## src/rtl/ram_datos_dump_ctrl_pkg.sv

```systemverilog
// Shared types and constants for the data RAM dump controller.
// Holds the controller/serializer state encodings and default widths.
package ram_datos_dump_ctrl_pkg;

  localparam int ADDR_W_DEF     = 11;
  localparam int DATA_W_DEF     = 16;
  localparam int BYTES_PER_WORD = 2;

  typedef enum logic [3:0] {
    ST_IDLE,
    ST_RD,
    ST_CAP,
    ST_XFER,
    ST_NEXT,
    ST_DONE
  } ctrl_st_t;

  typedef enum logic [3:0] {
    SR_IDLE,
    SR_SEND_HI,
    SR_WAIT_HI,
    SR_SEND_LO,
    SR_WAIT_LO
  } ser_st_t;

endpackage

```

## src/rtl/ram_datos_dump_ctrl_if.sv

```systemverilog
// RAM port and UART TX handshake bundle of the dump controller.
// master: controller side; slave: reg_file + UART side.
interface ram_datos_dump_ctrl_if #(
  parameter int ADDR_W = 11,
  parameter int DATA_W = 16
);
  logic              mem_wr_en;
  logic [ADDR_W-1:0] mem_w_addr;
  logic [ADDR_W-1:0] mem_r_addr;
  logic [DATA_W-1:0] mem_w_data;
  logic [DATA_W-1:0] mem_r_data;
  logic [7:0]        tx_data;
  logic              tx_start;
  logic              tx_done;

  modport master (
    output mem_wr_en, mem_w_addr, mem_r_addr,
    output mem_w_data, tx_data, tx_start,
    input  mem_r_data, tx_done
  );

  modport slave (
    input  mem_wr_en, mem_w_addr, mem_r_addr,
    input  mem_w_data, tx_data, tx_start,
    output mem_r_data, tx_done
  );
endinterface

```

## src/rtl/ram_datos_dump_ctrl_ser.sv

```systemverilog
// Sends one 16-bit word as two UART bytes, high byte first.
// Ports: go starts a word, word_sent pulses after the low byte's tx_done.
module ram_datos_dump_ctrl_ser
  import ram_datos_dump_ctrl_pkg::*;
(
  input  logic        clk,
  input  logic        rst_n,
  input  logic        go,
  input  logic [15:0] word,
  input  logic        tx_done,
  output logic        tx_start,
  output logic [7:0]  tx_data,
  output logic        word_sent
);

  ser_st_t st, st_nx;

  always_ff @(posedge clk or negedge rst_n) begin
    if (!rst_n) st <= SR_IDLE;
    else        st <= st_nx;
  end

  // tx_done only matters in the WAIT states, so a
  // done coinciding with tx_start is ignored.
  always_comb begin
    st_nx     = st;
    tx_start  = 1'b0;
    tx_data   = 8'h00;
    word_sent = 1'b0;
    unique case (st)
      SR_IDLE: begin
        if (go) st_nx = SR_SEND_HI;
      end
      SR_SEND_HI: begin
        tx_start = 1'b1;
        tx_data  = word[15:8];
        st_nx    = SR_WAIT_HI;
      end
      SR_WAIT_HI: begin
        tx_data = word[15:8];
        if (tx_done) st_nx = SR_SEND_LO;
      end
      SR_SEND_LO: begin
        tx_start = 1'b1;
        tx_data  = word[7:0];
        st_nx    = SR_WAIT_LO;
      end
      SR_WAIT_LO: begin
        tx_data = word[7:0];
        if (tx_done) begin
          word_sent = 1'b1;
          st_nx     = SR_IDLE;
        end
      end
      default: st_nx = SR_IDLE;
    endcase
  end

endmodule

```

## src/rtl/ram_datos_dump_ctrl.sv

```systemverilog
// Data RAM port owner: CPU pass-through in IDLE, UART dump otherwise.
// Ports: cpu_* CPU side, dump_* dump control, bus = RAM + UART TX.
module ram_datos_dump_ctrl
  import ram_datos_dump_ctrl_pkg::*;
#(
  parameter int ADDR_W = ADDR_W_DEF,
  parameter int DATA_W = DATA_W_DEF
) (
  input  logic              clk,
  input  logic              rst_n,
  input  logic              cpu_wr_en,
  input  logic [ADDR_W-1:0] cpu_addr,
  input  logic [DATA_W-1:0] cpu_w_data,
  output logic [DATA_W-1:0] cpu_r_data,
  output logic              cpu_stall,
  input  logic              dump_start,
  input  logic [ADDR_W-1:0] dump_first,
  input  logic [ADDR_W-1:0] dump_last,
  output logic              dump_busy,
  output logic              dump_done,
  ram_datos_dump_ctrl_if.master bus
);

  ctrl_st_t          st, st_nx;
  logic [ADDR_W-1:0] addr;
  logic [ADDR_W-1:0] last;
  logic [DATA_W-1:0] word;
  logic              go;
  logic              word_sent;
  logic              start_ok;
  logic              at_last;

  assign start_ok = (st == ST_IDLE) && dump_start;
  assign at_last  = (addr == last);

  always_ff @(posedge clk or negedge rst_n) begin
    if (!rst_n) begin
      st   <= ST_IDLE;
      addr <= '0;
      last <= '0;
      word <= '0;
    end else begin
      st <= st_nx;
      if (start_ok) begin
        addr <= dump_first;
        last <= dump_last;
      end
      if (st == ST_CAP) word <= bus.mem_r_data;
      // Compare before increment: last=max never wraps.
      if (st == ST_NEXT && !at_last) addr <= addr + 1'b1;
    end
  end

  always_comb begin
    st_nx          = st;
    go             = 1'b0;
    dump_done      = 1'b0;
    bus.mem_wr_en  = 1'b0;
    bus.mem_w_addr = addr;
    bus.mem_r_addr = addr;
    bus.mem_w_data = '0;
    unique case (st)
      ST_IDLE: begin
        bus.mem_wr_en  = cpu_wr_en;
        bus.mem_w_addr = cpu_addr;
        bus.mem_r_addr = cpu_addr;
        bus.mem_w_data = cpu_w_data;
        if (dump_start)
          st_nx = (dump_first > dump_last) ? ST_DONE : ST_RD;
      end
      ST_RD:   st_nx = ST_CAP;
      ST_CAP: begin
        go    = 1'b1;
        st_nx = ST_XFER;
      end
      ST_XFER: begin
        if (word_sent) st_nx = ST_NEXT;
      end
      ST_NEXT: st_nx = at_last ? ST_DONE : ST_RD;
      ST_DONE: begin
        dump_done = 1'b1;
        st_nx     = ST_IDLE;
      end
      default: st_nx = ST_IDLE;
    endcase
  end

  assign cpu_r_data = bus.mem_r_data;
  assign cpu_stall  = (st != ST_IDLE);
  assign dump_busy  = (st != ST_IDLE);

  ram_datos_dump_ctrl_ser u_ser (
    .clk       (clk),
    .rst_n     (rst_n),
    .go        (go),
    .word      (word),
    .tx_done   (bus.tx_done),
    .tx_start  (bus.tx_start),
    .tx_data   (bus.tx_data),
    .word_sent (word_sent)
  );

endmodule

```

## src/flat_wrapper.sv

```systemverilog
// flat-port wrapper written by rule: the top's interface ports become plain ports
module ram_datos_dump_ctrl_flat import ram_datos_dump_ctrl_pkg::*;
#(
  parameter int ADDR_W = ADDR_W_DEF,
  parameter int DATA_W = DATA_W_DEF
)
  (clk, rst_n, cpu_wr_en, cpu_addr, cpu_w_data, cpu_r_data, cpu_stall, dump_start, dump_first, dump_last, dump_busy, dump_done, bus_mem_wr_en, bus_mem_w_addr, bus_mem_r_addr, bus_mem_w_data, bus_tx_data, bus_tx_start, bus_mem_r_data, bus_tx_done);
  ram_datos_dump_ctrl_if #(.ADDR_W(ADDR_W), .DATA_W(DATA_W)) bus_i ();
  input  logic clk;
  input  logic rst_n;
  input  logic cpu_wr_en;
  input  logic [ADDR_W-1:0] cpu_addr;
  input  logic [DATA_W-1:0] cpu_w_data;
  output logic [DATA_W-1:0] cpu_r_data;
  output logic cpu_stall;
  input  logic dump_start;
  input  logic [ADDR_W-1:0] dump_first;
  input  logic [ADDR_W-1:0] dump_last;
  output logic dump_busy;
  output logic dump_done;
  output wire logic [$bits(bus_i.mem_wr_en)-1:0] bus_mem_wr_en;
  output wire logic [$bits(bus_i.mem_w_addr)-1:0] bus_mem_w_addr;
  output wire logic [$bits(bus_i.mem_r_addr)-1:0] bus_mem_r_addr;
  output wire logic [$bits(bus_i.mem_w_data)-1:0] bus_mem_w_data;
  output wire logic [$bits(bus_i.tx_data)-1:0] bus_tx_data;
  output wire logic [$bits(bus_i.tx_start)-1:0] bus_tx_start;
  input wire logic [$bits(bus_i.mem_r_data)-1:0] bus_mem_r_data;
  input wire logic [$bits(bus_i.tx_done)-1:0] bus_tx_done;
  assign bus_mem_wr_en = bus_i.mem_wr_en;
  assign bus_mem_w_addr = bus_i.mem_w_addr;
  assign bus_mem_r_addr = bus_i.mem_r_addr;
  assign bus_mem_w_data = bus_i.mem_w_data;
  assign bus_tx_data = bus_i.tx_data;
  assign bus_tx_start = bus_i.tx_start;
  assign bus_i.mem_r_data = bus_mem_r_data;
  assign bus_i.tx_done = bus_tx_done;
  ram_datos_dump_ctrl #(.ADDR_W(ADDR_W), .DATA_W(DATA_W)) u_core (.clk(clk), .rst_n(rst_n), .cpu_wr_en(cpu_wr_en), .cpu_addr(cpu_addr), .cpu_w_data(cpu_w_data), .cpu_r_data(cpu_r_data), .cpu_stall(cpu_stall), .dump_start(dump_start), .dump_first(dump_first), .dump_last(dump_last), .dump_busy(dump_busy), .dump_done(dump_done), .bus(bus_i));
endmodule
```

## config.mk

```make
export PLATFORM = sky130hd
export DESIGN_NAME = ram_datos_dump_ctrl_flat
export DESIGN_NICKNAME = d
export VERILOG_FILES = /design/src/rtl/ram_datos_dump_ctrl_pkg.sv /design/src/rtl/ram_datos_dump_ctrl_if.sv /design/src/rtl/ram_datos_dump_ctrl_ser.sv /design/src/rtl/ram_datos_dump_ctrl.sv /design/src/flat_wrapper.sv
export SDC_FILE = /design/constraint.sdc
export NUM_CORES = 1
export LEC_CHECK = 0
export ABC_AREA = 1
export ABC_CLOCK_PERIOD_IN_PS = 1300
export CAP_MARGIN = 20
export CORE_MARGIN = 4
export CORE_UTILIZATION = 40
export CTS_BUF_LIST = sky130_fd_sc_hd__clkbuf_2
export DETAILED_ROUTE_END_ITERATION = 8
export PLACE_DENSITY = 0.8
export SLEW_MARGIN = 20
export SYNTH_ARGS = -nofsm -noshare
export SYNTH_HDL_FRONTEND = slang
export SYNTH_HIERARCHICAL = 1
export SYNTH_SLANG_ARGS = --single-unit
export TNS_END_PERCENT = 1
```

## constraint.sdc

```tcl
create_clock -name clk -period 1.3 [get_ports clk]
set_input_delay 0.26 -clock clk [delete_from_list [all_inputs] [get_ports clk]]
set_output_delay 0.26 -clock clk [all_outputs]
set_load 0.02 [all_outputs]
```

======== After elaboration in Yosys (flattened, before gate mapping) ========
Index checks and enable logic that the tools add are counted.
storage, ports and cells
  output and inout bits ................... 67
  bits in registers ....................... 46
  bits of input ports ..................... 70
  word-level logic and storage cells ...... 54
cells by class
  $lt $le $gt $ge ......................... 1
  eq/ne operators ......................... 15
  reductions and logical operators ........ 12
  $add $sub $neg .......................... 1
  muxes and demuxes ....................... 20
operators by type and width
  cell                   count
  $pmux 4 s5             2
  $mux 11                3
  $mux 4                 5
  $eq 4x2->1 const B     4
  $mux 16                1
  $pmux 8 s2             1
  $eq 4x3->1 const B     3
  $add 11x1->11 const B  1
  $eq 11x11->1           1
  $gt 11x11->1           1
  $eq 4x1->1 const B     2
  $logic_not 4->1        2
  $ne 2x2->1 const B     4
  $mux 1                 6
  $mux 3                 2
  $reduce_or 2->1        3
  $reduce_bool 4->1      1
  $reduce_and 3->1       1
  $logic_and 1x1->1      2
  $ne 2x1->1 const B     1
  $reduce_and 2->1       1
  $reduce_bool 2->1      1
  $logic_not 1->1        1

======== Logic depth before layout (Yosys ltp) ========
  depth after elaboration ................. 4
  mapped depth ............................ 12
  mapped depth without buffers ............ 12

======== Modules after synthesis ========
The synthesis kept the hierarchy.
by module, submodules not included
  module                   times used  area each (µm²)  cells each  sequential area each (µm²)
  ram_datos_dump_ctrl      1           2,905.3          439         1,026.0
  ram_datos_dump_ctrl_ser  1           262.8            47          75.1

======== Least setup slack after synthesis ========
No wires, ideal clock.
  path kind ............................... register to output
  start point ............................. reg u_core.st[0]
  end point ............................... out bus_mem_w_addr[0]
  cell stages (with the launch flop) ...... 7
  data arrival time ....................... 1.536 ns
  required time ........................... 1.040 ns
  path buffers ............................ 2
  path slack .............................. -0.496 ns
  cells stage by stage .................... dfrtp_1 > nor2_1 > inv_1 > nor2_2 > clkbuf_1 > o21ai_0 > buf_4
on the way
  longest elaborated chain between the ends .. 2
RTL lines
  element                 line                       RTL
  start, declared         ram_datos_dump_ctrl.sv:24  ctrl_st_t st, st_nx;
  start signal, assigned  ram_datos_dump_ctrl.sv:43  st <= st_nx;
  $logic_not 4->1         n/a
  $mux 11                 n/a
  end, declared           flat_wrapper.sv:22         output wire logic [$bits(bus_i.mem_w_addr)-1:0] bus_mem_w_addr;
Every way passes these cells.

======== Worst setup path after layout ========
  start point ............................. reg u_core.st[0]
  end point ............................... out bus_mem_w_addr[7]
on the way
  longest elaborated chain between the ends .. 2
RTL lines
  element          line                       RTL
  $logic_not 4->1  ram_datos_dump_ctrl.sv:62  unique case (st)
  $mux 11          ram_datos_dump_ctrl.sv:62
Every way passes these cells.

==> results <==
repair_timing:
item,CTS,global route
setup endpoints to repair,105,98
endpoints found under the hold margin,44,0
buffers inserted,5,0
pin swaps,6,4
gates resized for setup,347,35
hold buffers,1,0
gates cloned,3,0
report_power, final:
group / switching (mW) / leakage (nW) / internal (mW)
sequential: 0.589 / 0.540 / 2.04
combinational: 4.69 / 2.33 / 3.93
clock: 0.496 / 0.0396 / 0.332
total: 5.78 / 2.91 / 6.30
metrics by stage:
stage / hold WS [ns] / utilization / total power [mW] / TNS, ns / setup WS, ns
3_3_place_gp: 0.257 / 0.672 / 10.4 / -38.95 / -0.556
3_5_place_dp: 0.258 / 0.672 / 10.7 / -44.04 / -0.634
4_1_cts: 0.279 / 0.697 / 11.8 / -40.36 / -0.685
2_1_floorplan: -0.0356 / - / 7.36 / -5.43 / -0.184
6_report: 0.273 / 0.704 / 12.1 / -40.92 / -0.697
5_1_grt: 0.250 / 0.704 / 12.9 / -49.60 / -0.813
routing by layer:
layer | GRT usage | vias to the layer above
met3 | 0.0389 | 19
met5 | 0 | -
li1 | - | 1838
met1 | 0.259 | 1763
met2 | 0.388 | 144
met4 | 0.0421 | 0
state kept, by name, indices dropped and copies added, names as in the netlist:
signal,count
u_core/addr,11
u_core/last,11
u_core/st,3
u_core/u_ser/st,3
u_core/word,16
path summary, 6_finish.rpt:
path,startpoint,end,slack (ns),depth (start not counted)
min,rst_n,u_core/st[1]$_DFFE_PN0P_,0.27,3
min in group clk,bus_mem_r_data[7],u_core/word[7]$_DFFE_PN0P_,0.35,3
max in group asynchronous,rst_n,u_core/last[2]$_DFFE_PN0P_,0.78,3
min reg2reg,u_core/word[10]$_DFFE_PN0P_,u_core/word[10]$_DFFE_PN0P_,0.50,2
max,u_core/st[0]$_DFFE_PN0P_,bus_mem_w_addr[7],-0.70,8
max reg2reg,u_core/st[0]$_DFFE_PN0P_,u_core/last[10]$_DFFE_PN0P_,-0.38,10
cell usage after synthesis:
cell type	instances	share of area
nand2_2	2	0.0039
or2_2	1	0.0020
buf_2	5	0.0079
dfrtp_1	44	0.35
nor3_1	1	0.0016
clkbuf_1	7	0.0083
nand3_1	36	0.057
a21oi_1	3	0.0047
o21ai_4	1	0.0051
inv_2	2	0.0024
o21ai_0	25	0.039
nor2_2	3	0.0059
inv_1	65	0.077
nor2_1	32	0.038
nand2_1	203	0.24
nor3_2	2	0.0063
xor2_1	4	0.011
o21ai_1	1	0.0016
buf_6	2	0.0071
buf_4	29	0.069
xnor2_1	6	0.017
ha_1	12	0.047
final cells by class:
type | instances | area [µm²]
clock buffers | 5 | 25.0
repair buffers | 231 | 2090
clock inverters | 3 | 46.3
well taps | 102 | 128
inverters | 67 | 269
flip-flops and latches | 44 | 1100
multi-input cells | 333 | 1780
fillers | 605 | 2290
tightest hold or removal path, stage by stage:
cell and delay, ns:
dlygate4sd3_1 0.52, buf_2 0.12, buf_12 0.24
kinds of logic (layout without fill, tap and decap cells):
kind of cell | after synthesis | after routing | synth area share
AO/OA/AOI/OAI | 30 | 31 | 0.0509
XOR/XNOR | 10 | 10 | 0.0276
adder cells (fa/ha/maj) | 12 | 12 | 0.0474
buffers and inverters | 110 | 306 | 0.171
flip-flops | 44 | 44 | 0.348
AND/OR/NAND/NOR | 280 | 280 | 0.355
==> run metrics <==
synth-to-layout area growth 71.7%; sequential fraction of the synthesis area 0.348; maximum clock insertion buffer count 2; Overflow after GRT 0; final std cells w/o fill 785; Vias 3764; DRT met1 WL 4.20 mm; FF+latch count, synth 44; Synth cell types 22; part of the cycle the worst path needs 1.54; Tot GR Track Use 0.212; Initial Util 0.410; TritonRoute pass-1 iters 5; startpoint types flip-flop; FP Rows 32; DP HPWL 7.95 mm; fin nets 764; WS Path Type flip-flop to output port; Remaining DRCs 0; Port Buffer Count 136; failing checks negative setup slack; Synth Area per Inst 6.52 µm²; worst skew pair latency 0.44 ns; kind of cell adding the most delay to the critical path flip-flops; largest net degree at the start of global routing 45; vias in the first global route 3619; worst hold path type primary input to asynchronous set/reset pin; Worst Tran Pin Value 0.278 ns; CP Buf/Inv Count 4; Num CTS Buffers 5; DR vias/cell 4.79; Crit path largest cell delay 0.46 ns; fmax 501 MHz; initial antenna violation count 0; DIE WIDTH 97.0 µm; max-cap violations 0; commonest non-fill, non-tap cells in the layout nand2_1, buf_4, clkdlybuf4s50_1; syn_nets 568; Max Used Layer met4; Data required, critical path 1.04 ns; Routed Wire Length 10.3 mm; most common cell after layout, fill and taps aside nand2_1; core footprint 7730 µm²; CP max stage cell dfrtp_1; DR WL/cell 13.1 µm; Inst Count DP 768; clk root buf clkbuf_2; H-tree depth 2; Leak 2.91 nW; run status complete, but fails checks; met3 routed WL 656 µm; clk slew on worst S/H paths 0.28 ns; type of destination of the critical path output port; Slew Limit Fails 0; RSZ-0062 raised after global routing yes; Detailed Route Iter0 Violations 238; Final Hold Viols 0; ANT cells 0; max_slew headroom 0.814; final setup margin -0.697 ns; post-route ant nets 0; setup violators final 84; Ports 137; CP cell instances nor2_2 > inv_2 > nor2_4 > inv_4 > buf_6 > nand2_2 > nand2_2 > buf_2; clock sinks 44; Peak VDD IR 0.779 mV; cell count after synthesis 486; Cell Area, Synth 3170 µm²; crit path max fanout 5; WP data arrival 1.74 ns; most numerous cell on the critical path nand2_2; Die Ht 97.0 µm; Clock Skews 0.0378 ns; CTS tree done; Finished Cell Area 5440 µm²; Period minus WS final 2.00 ns; first-pass GRT wire length 16.8 mm; Area after DPL 5190 µm²; pwr dens 2220 nW/µm²; fraction of layout cells with a size suffix above 1 0.335; met2 routed WL 5.30 mm; Warnings, synthesis 6; GPL Wtd Cong 0.879; Die Footprint 9410 µm²
(Power assumes the default switching activity.)
